$ cat src/rtl/mux8_scan_ctrl.sv
// Scan sequencer for an 8-to-1 mux: drives a word onto the mux inputs, walks the
// select lines, captures the mux output per channel and flags any disagreement.
module mux8_scan_ctrl #(
    parameter int LSB_FIRST = 1,
    parameter int GAP       = 0
) (
    input  logic       clk,
    input  logic       rst,
    input  logic       load_valid,
    output logic       load_ready,
    input  logic [7:0] load_data,
    output logic [7:0] mux_data,
    output logic [2:0] sel,
    output logic       en,
    input  logic       f,
    output logic       bit_strobe,
    output logic       last,
    output logic [7:0] rx_data,
    output logic       done,
    output logic       mismatch
);

    typedef enum logic [1:0] {
        IDLE  = 2'd0,
        SHIFT = 2'd1,
        WAIT  = 2'd2,
        DONE  = 2'd3
    } state_t;

    localparam logic [2:0] START_SEL = (LSB_FIRST != 0) ? 3'd0 : 3'd7;
    localparam logic [2:0] END_SEL   = (LSB_FIRST != 0) ? 3'd7 : 3'd0;
    localparam logic [3:0] GAP_LOAD  = (GAP > 0) ? 4'(GAP - 1) : 4'd0;
    localparam bit         HAS_GAP   = (GAP > 0);

    state_t     state_r, state_nxt_s;
    logic [2:0] sel_r, sel_nxt_s;
    logic [3:0] cnt_r, cnt_nxt_s;
    logic [7:0] mux_data_r, mux_data_nxt_s;
    logic [7:0] rx_data_r, rx_data_nxt_s;
    logic       mismatch_r, mismatch_nxt_s;
    logic       en_r, bit_strobe_r, last_r, done_r, load_ready_r;
    logic       last_nxt_s;

    function automatic logic [2:0] step_sel(input logic [2:0] s);
        if (LSB_FIRST != 0) begin
            step_sel = s + 3'd1;
        end else begin
            step_sel = s - 3'd1;
        end
    endfunction

    // Next-state, select walk, capture and result evaluation
    always_comb begin
        state_nxt_s    = state_r;
        sel_nxt_s      = sel_r;
        cnt_nxt_s      = cnt_r;
        mux_data_nxt_s = mux_data_r;
        rx_data_nxt_s  = rx_data_r;
        mismatch_nxt_s = mismatch_r;
        case (state_r)
            IDLE: begin
                sel_nxt_s = START_SEL;
                if (load_valid && load_ready_r) begin
                    mux_data_nxt_s = load_data;
                    rx_data_nxt_s  = 8'h00;
                    mismatch_nxt_s = 1'b0;
                    state_nxt_s    = SHIFT;
                end else begin
                    state_nxt_s = IDLE;
                end
            end
            SHIFT: begin
                rx_data_nxt_s[sel_r] = f;
                if (sel_r == END_SEL) begin
                    // Compare against the word including the bit captured this edge
                    mismatch_nxt_s = (rx_data_nxt_s != mux_data_r);
                    state_nxt_s    = DONE;
                end else if (!HAS_GAP) begin
                    sel_nxt_s = step_sel(sel_r);
                end else begin
                    cnt_nxt_s   = GAP_LOAD;
                    state_nxt_s = WAIT;
                end
            end
            WAIT: begin
                if (cnt_r == 4'd0) begin
                    sel_nxt_s   = step_sel(sel_r);
                    state_nxt_s = SHIFT;
                end else begin
                    cnt_nxt_s = cnt_r - 4'd1;
                end
            end
            DONE: begin
                sel_nxt_s   = START_SEL;
                state_nxt_s = IDLE;
            end
            default: begin
                sel_nxt_s   = START_SEL;
                state_nxt_s = IDLE;
            end
        endcase
        last_nxt_s = (state_nxt_s == SHIFT) && (sel_nxt_s == END_SEL);
    end

    // State, datapath and registered output decode
    always_ff @(posedge clk) begin
        if (rst) begin
            state_r      <= IDLE;
            sel_r        <= START_SEL;
            cnt_r        <= 4'd0;
            mux_data_r   <= 8'h00;
            rx_data_r    <= 8'h00;
            mismatch_r   <= 1'b0;
            en_r         <= 1'b0;
            bit_strobe_r <= 1'b0;
            last_r       <= 1'b0;
            done_r       <= 1'b0;
            load_ready_r <= 1'b0;
        end else begin
            state_r      <= state_nxt_s;
            sel_r        <= sel_nxt_s;
            cnt_r        <= cnt_nxt_s;
            mux_data_r   <= mux_data_nxt_s;
            rx_data_r    <= rx_data_nxt_s;
            mismatch_r   <= mismatch_nxt_s;
            en_r         <= (state_nxt_s == SHIFT);
            bit_strobe_r <= (state_nxt_s == SHIFT);
            last_r       <= last_nxt_s;
            done_r       <= (state_nxt_s == DONE);
            load_ready_r <= (state_nxt_s == IDLE);
        end
    end

    assign load_ready = load_ready_r;
    assign mux_data   = mux_data_r;
    assign sel        = sel_r;
    assign en         = en_r;
    assign bit_strobe = bit_strobe_r;
    assign last       = last_r;
    assign rx_data    = rx_data_r;
    assign done       = done_r;
    assign mismatch   = mismatch_r;

endmodule
$ cat config.mk
export PLATFORM = sky130hd
export DESIGN_NAME = mux8_scan_ctrl
export DESIGN_NICKNAME = d
export VERILOG_FILES = /design/src/rtl/mux8_scan_ctrl.sv
export SDC_FILE = /design/constraint.sdc
export NUM_CORES = 1
export LEC_CHECK = 0
export ABC_AREA = 1
export BUFFER_PORTS_ARGS = -buffer_cell sky130_fd_sc_hd__buf_2
export CORE_AREA = 2 2 61 63
export CTS_CLUSTER_DIAMETER = 50
export DETAILED_ROUTE_END_ITERATION = 12
export DIE_AREA = 0 0 63 65
export PLACE_DENSITY_LB_ADDON = 0.15
export SYNTH_ARGS = -nofsm -noshare
export SYNTH_HDL_FRONTEND = slang
export SYNTH_SLANG_ARGS = --single-unit
$ cat constraint.sdc
create_clock -name clk -period 1.7 [get_ports clk]
set_clock_uncertainty 0.2 [all_clocks]
set_input_delay 0.17 -clock clk [delete_from_list [all_inputs] [get_ports clk]]
set_output_delay 0.17 -clock clk [all_outputs]
set_load 0.05 [all_outputs]
* Word-level counts from Yosys, hierarchy flattened
Cells that the tools add are included.
Storage, ports and cells: bits of input ports 12, flip-flop bits (word level) 30, word-level logic and storage cells 52
Operators by class: add/subtract/negate cells 2, multiplexer cells 15, bitwise logic cells 1, order comparisons 2, reductions and logical operators 12, eq/ne operators 10
Operators with widths (number):
- one-hot mux 8 bit (2 select lines) | 1
- one-hot mux 3 bit (3 select lines) | 1
- bitwise mux 8 bit | 1
- 2-to-1 mux 8 bit | 1
- != test 8 bit | 1
- one-hot mux 2 bit (4 select lines) | 1
- == test 2 bit, second input constant | 3
- == test 3 bit, second input constant | 2
- 2-to-1 mux 3 bit | 2
- AND reduction 2 bit | 3
- == test 2 x 1 -> 1 bit, second input constant | 2
- zero test 2 bit | 2
- zero test 4 bit | 1
- less-than comparator 3 x 4 -> 1 bit, second input constant | 1
- 2-to-1 mux 1 bit | 4
- 2-to-1 mux 2 bit | 2
- != test 2 bit, second input constant | 2
- subtractor 4 x 1 -> 4 bit, second input constant | 1
- adder 3 x 1 -> 3 bit, second input constant | 1
- demux 1 bit (select 3 bit) | 1
- >= comparator 3 x 1 -> 1 bit, second input constant | 1
- logical AND 1 bit | 3
- AND reduction 3 bit | 1
- one-hot mux 1 bit (2 select lines) | 1
- 3 further kinds | 3

* Depth between registers and ports, before layout
Gate-level depths: netlist (run 1).
depth in word-level cells 8, depth in mapped cells 11, depth with buffers taken out 11

* Least setup slack after synthesis (run 1)
OpenSTA, ideal clock, no wires.
path type register -> register, from register sel_r[0], in the netlist sel[0], to register mismatch_r, in the netlist mismatch, library setup time 64 ps, required time 1436 ps, arrival time 1638 ps, stages on the path, launching flop included 8, buffers on the path 0, slack -202 ps, cell sequence dfxtp_1 -> ha_1 -> ha_1 -> inv_1 -> nor2_4 -> a21oi_1 -> or2_2 -> nor2_1
On the way: cells in the longest elaborated chain, start to end 8, elaborated cells between the ends (all ways) 12
Ends and longest elaborated chain:
- start: declaration | RTL line 36 | logic [2:0] sel_r, sel_nxt_s;
- start signal: assignment | RTL line 121 | sel_r <= sel_nxt_s;
- less-than comparator 3 x 4 -> 1 bit (not written as such) / >= comparator 3 x 1 -> 1 bit (equally long branches) | RTL line 73 | rx_data_nxt_s[sel_r] = f;
- logical AND 1 bit (not written as such) | RTL line 73
- 2-to-1 mux 1 bit (not written as such) | RTL line 73
- demux 1 bit (select 3 bit) | RTL line 73
- bitwise mux 8 bit | RTL line 73
- != test 8 bit | RTL line 76 | mismatch_nxt_s = (rx_data_nxt_s != mux_data_r);
- 2-to-1 mux 1 bit | RTL line 74 | if (sel_r == END_SEL) begin
- one-hot mux 1 bit (2 select lines) | RTL line 60 | case (state_r)
- end signal: assignment | RTL line 125 | mismatch_r <= mismatch_nxt_s;
- end: declaration | RTL line 40 | logic mismatch_r, mismatch_nxt_s;
Several ways; a longest one is shown, not always the timed one. The select of a mux whose other input is x is not followed. A chain may end at the register's enable or synchronous reset.

* Worst setup path in the final report (run 1)
Ends and elaborated chain as after synthesis.

==> out/results.txt, run 1 <==
Setup crit start kind -> flip-flop
Final Setup Violations -> 0
TritonCTS clock tree -> yes
Final ANT Viol Nets -> 0
VDD IR-drop max -> 348.9 uV
CTS clk-pin slew, worst paths -> 100 ps
unrepaired setup endpoints after global routing -> false
initial core utilization -> 45.56%
post-layout power -> 1480 uW
Critical Path End Type -> flip-flop
fmax -> 621.7 MHz
port bufs -> 36
drt drc -> 0
Max Transition Viols Final -> 0
FP Rows -> 22
Mean Syn Cell Area -> 6.895 um2
nets -> 299
number of flops mapped to enable cells by yosys -> 0
crit-path max FO -> 5
fill cell count -> 366
initial antenna violation count -> 0
die area -> 4095 um2
top-area cell type share of the netlist area -> 37.71%
vias in the first global route -> 1451
Clock Path Buffers -> 2
total grt overflow -> 0
clock sink total -> 30
Async SR Flop Fraction -> 0%
WL per Instance -> 11.35 um
clk root buf -> clkbuf_4
vias per std cell -> 4.804
Endpoint, Worst Hold -> load_ready
synthesized net count -> 247
TritonRoute pass-1 iters -> 4
Final min period -> 1608 ps
CORE AREA -> 3496 um2
YS warnings -> 0
Num CTS Buffers -> 5
worst reg2reg startpoint -> sel[0]
Distinct cells, synth -> 28
die height -> 65 um
Final GP Congestion -> 0.8689
P per Cell Area -> 718.9 nW/um2
leakage power -> 0.0009319 uW
Final HPWL DP -> 2670 um
DR vias -> 1595
clock latency on the worst-skew pair -> 330 ps
first-pass GRT wire length -> 6313 um
r2r endpoint -> mismatch
ant diodes -> 0
count of state elements after synthesis -> 30
Hold WC Path Type -> primary input to flip-flop
Hold Path Depth -> 4
fraction of layout instances using a drive strength above 1 -> 27.82%
CP arrival -> 1690 ps
Total Wirelength -> 3767 um
synthesized instance count -> 231
Hold Vio Cnt, Final -> 0
most frequent cell after synthesis -> nand2_1
setup TNS -> 0 ps
Layout Area Growth over Synthesis -> 29.22%
FF-to-FF path depth -> 8
CP required -> 1780 ps
worst slew pin tran -> 549.5 ps
synth cell count leaders -> nand2_1 (44), dfxtp_1 (30), inv_1 (29)
Ports -> 37
Placed Cells -> 315
Tot GR Track Use -> 19.77%
synthesized area -> 1593 um2
H-tree levels -> 2
Worst R2R Setup Slack -> 90 ps
relative slew slack -> 63.37%
Die Wd -> 63 um
largest net degree at the start of global routing -> 30
Hold Crit Start -> load_valid
most common flop cell mapped by yosys -> dfxtp_1
Max-Cap Viols -> 0
Setup CP Type -> flip-flop to flip-flop
initial DRC count -> 59
top post-synthesis cells by area -> dfxtp_1 (38%), nand2_1 (10%), nand3_1 (8.5%)
Non-Filler Instances -> 332
status -> finished clean
crit share post-route -> 94.62%
register area share after synthesis -> 37.71%
dominant cell type by area after synthesis -> dfxtp_1
[cell usage in the layout (no fill, tap or decap)]
cell	count
ha_1	1
a211oi_1	9
dlygate4sd3_1	8
nand2_1	44
o211ai_1	3
dfxtp_4	2
dfxtp_1	27
nor3_1	4
dfxtp_2	1
nor3_2	1
nor2_4	5
buf_2	36
or2_2	1
nor2_2	1
inv_1	28
nand2_2	1
a21oi_1	11
a21oi_2	1
ha_4	2
o21ai_0	2
ha_2	1
nand3_1	27
nand3_4	1
nor2_1	24
nand4_1	6
a22oi_1	1
o21ai_2	1
clkbuf_1	3
buf_4	9
clkbuf_4	5
o21ai_1	3
buf_6	1
nand4_2	1
nor3b_1	1
or2_1	2
nor4_1	1
inv_2	9
[area by class of cell]
cell class                      count  area, um2  share of cell area [%]
Multi-Input combinational cell    155      862.1                   41.88
Sequential cell                    30      609.3                   29.60
Timing Repair Buffer               54      339.1                   16.47
Inverter                           37      138.9                   6.748
Tap cell                           48      60.06                   2.918
Clock buffer                        8      48.80                   2.371
[critical path, cell delays in order, from the launching register on]
cell and delay [ps]:
dfxtp_4 390, ha_4 140, ha_2 160, inv_2 60
nor2_4 120, buf_6 110, a21oi_1 30, or2_2 270
nor2_1 90
[how the worst max path moves through the flow]
stage,start,to,slack [ps],cells past startpoint
after CTS,sel[0],last,30,10
after detailed placement,sel[0],last,20,10
final,sel[0],mismatch,90,8
after global placement,sel[0],last,50,10
after floorplan,sel[0],last,20,10
after global routing,sel[0],mismatch,7,8
[through the flow]
stage / util (%) / setup slack, ps / hold WS, ps / instance area [um2]
after global placement: 53.36 / 45.41 / 254.4 / 1866
final: 58.88 / 91.53 / 61.38 / 2058
after detailed placement: 53.36 / 15.36 / 255.2 / 1866
after global routing: 58.88 / 6.764 / 88.86 / 2058
after floorplan: - / 17.82 / 45.18 / 1602
after CTS: 57.19 / 28.26 / 52.76 / 1999
[metal layers]
layer  up-vias  track usage, %  part of all wire, %
li1        855               -                    -
met1       702           25.24                   50
met2        29           30.19                   43
met3         9           7.118                  4.7
met4         0           8.056                  1.9
met5         -               0                    0
[what timing repair did]
item	in CTS	in global routing
hold buffers	8	0
hold endpoints to repair	8	0
endpoints found under the setup margin	1	5
pin swaps	0	3
gates resized for setup	1	12
setup buffers	0	1
[power breakdown]
part           switching (uW)  leakage, uW  internal, uW
sequential               21.8     0.000246           728
clock                     243    0.0000265           165
combinational             224     0.000660          97.1
[kinds of logic after synthesis]
logic type | synth area share [%]
AOI/OAI and AO/OA | 11.78
adders and majority gates | 3.142
and+or+nand+nor | 35.90
buffers and inverters | 11.47
DFF | 37.71
[sequential cells by signal (all words and copies together), names as in the netlist]
signal,cells
cnt_r,4
sel,3
mismatch,1
rx_data,8
state_r,2
done,1
last,1
load_ready,1
mux_data,8
bit_strobe,1
Note: power is estimated with default switching activity, not from simulation.
==> run 2, diff against run 1 <==
--- a/config.mk
+++ b/config.mk
@@ -7,10 +7,13 @@
 export LEC_CHECK = 0
 export ABC_AREA = 1
 export BUFFER_PORTS_ARGS = -buffer_cell sky130_fd_sc_hd__buf_2
-export CORE_AREA = 2 2 61 63
+export CELL_PAD_IN_SITES_DETAIL_PLACEMENT = 1
+export CELL_PAD_IN_SITES_GLOBAL_PLACEMENT = 2
+export CORE_AREA = 2 2 80 82
+export CTS_BUF_LIST = sky130_fd_sc_hd__clkbuf_8
 export CTS_CLUSTER_DIAMETER = 50
 export DETAILED_ROUTE_END_ITERATION = 12
-export DIE_AREA = 0 0 63 65
+export DIE_AREA = 0 0 82 84
 export PLACE_DENSITY_LB_ADDON = 0.15
 export SYNTH_ARGS = -nofsm -noshare
 export SYNTH_HDL_FRONTEND = slang
==> out/results.txt, run 2 (synthesis results as in run 1) <==
Placement Cell Area -> 1947 um2
worst setup margin -> 88.14 ps
Final min period -> 1612 ps
initial DRC count -> 46
crit-path max FO -> 3
worst slew pin tran -> 338.7 ps
Critical Path End Type -> flip-flop
clk root buf -> clkbuf_8
Final HPWL DP -> 3630 um
register area -> 613.1 um2
Final GP Congestion -> 0.7675
P per Cell Area -> 807.7 nW/um2
hold slack -> 56.15 ps
CP required -> 1680 ps
crit share post-route -> 94.82%
multi-input logic area -> 880.8 um2
vias per std cell -> 4.568
port bufs -> 36
DR vias -> 1690
Clock Path Buffers -> 2
first-pass GRT wire length -> 8114 um
Max-Cap Viols -> 0
pre-CTS WS -> -62.18 ps
Max Transition Viols Final -> 0
ant diodes -> 0
CORE AREA -> 6096 um2
largest net degree at the start of global routing -> 16
drt drc -> 0
final instance area -> 2258 um2
relative slew slack -> 77.42%
vias in the first global route -> 1731
fmax -> 620.4 MHz
TritonRoute pass-1 iters -> 4
Setup crit start kind -> flip-flop
FP Rows -> 29
Die Wd -> 82 um
status -> finished clean
nets -> 308
commonest non-fill, non-tap cell in the layout -> nand2_1
initial core utilization -> 26.13%
Final ANT Viol Nets -> 0
clock sink total -> 30
Setup CP Type -> flip-flop to flip-flop
VDD IR-drop max -> 266.4 uV
post-layout power -> 1824 uW
TritonCTS clock tree -> yes
Tot GR Track Use -> 15.27%
die height -> 84 um
sequential power share -> 41.1%
most frequent cells in the layout -> nand2_1 (44), buf_2 (36), inv_1 (28)
Ports -> 37
die area -> 6888 um2
Final Setup Violations -> 0
clock share of power -> 39.5%
Comb pwr share -> 19.4%
leakage power -> 0.001022 uW
fin util -> 37.05%
CTS clk-pin slew, worst paths -> 70 ps
initial antenna violation count -> 0
CP arrival -> 1600 ps
Hold WC Path Type -> primary input to flip-flop
clock latency on the worst-skew pair -> 290 ps
Switching Share -> 30.54%
fraction of layout instances using a drive strength above 1 -> 32.42%
WL per Instance -> 13.32 um
fill cell count -> 779
Layout Area Growth over Synthesis -> 41.79%
Psw -> 557.0 uW
Hold Vio Cnt, Final -> 0
total grt overflow -> 0
Total Wirelength -> 4929 um
H-tree levels -> 2
Pint -> 1267 uW
Num CTS Buffers -> 5
run 2: changes by cell type in the layout (fill, tap and decap cells not counted), moves of 2 or more:
| cell | previous run | this run |
|---|---|---|
| buf_4 | 9 | 16 |
| clkbuf_1 | 3 | 0 |
| clkbuf_4 | 5 | 0 |
| clkbuf_8 | 0 | 5 |
| nand3_1 | 27 | 25 |
| nand3_2 | 0 | 2 |
run 2: layer usage:
layer,vias up,track usage (%),wire [um]
met3,2,3.355,173
met4,0,5.000,29
met1,783,20.28,2404
met2,30,24.17,2321
met5,-,0,0
li1,875,-,-
run 2: cell type report:
cell class                      count  share of cell area, %
Clock buffer                        5                  3.047
Clock inverter                      3                  1.662
Inverter                           37                  6.371
Multi-Input combinational cell    155                  39.00
Sequential cell                    30                  27.15
Tap cell                           77                  4.266
Timing Repair Buffer               63                  18.50
run 2: worst max-delay path, stage by stage, from the launching register on:
cell and delay [ps]:
dfxtp_4 370, ha_4 130, ha_2 170, inv_2 50
nor2_4 120, buf_6 110, nand2_1 50, nor2_1 100
nand3_1 70, nor2_1 100, nor2_1 50
run 2: repair_timing:
item	in CTS	in global routing
pin swaps	0	5
gates resized for setup	2	24
endpoints found under the hold margin	8	0
endpoints found under the setup margin	2	5
hold buffers	8	0
buffers inserted	0	4
run 2: per-stage QoR:
step	cells	TNS (ps)
floorplan	231	0
global placement	350	-44.65
detailed placement	350	-70.54
CTS	366	-29.90
global route	370	-17.93
finish	370	0
run 2: power groups by stage:
stage	clock [uW]	sequential [uW]	combinational, uW
after detailed placement	0	765	334
after global placement	0	765	334
after global routing	786	753	389
after floorplan	0	850	135
final	721	749	354
after CTS	751	749	350
run 2: worst paths after layout:
| path | start | to | slack (ps) | depth (start not counted) |
|---|---|---|---|---|
| setup / recovery | sel[0] | mismatch | 90 | 10 |
| hold / removal | rst | state_r[1] | 60 | 2 |
| setup reg to reg | sel[0] | mismatch | 90 | 10 |
| hold reg to reg | cnt_r[0] | cnt_r[0] | 280 | 2 |
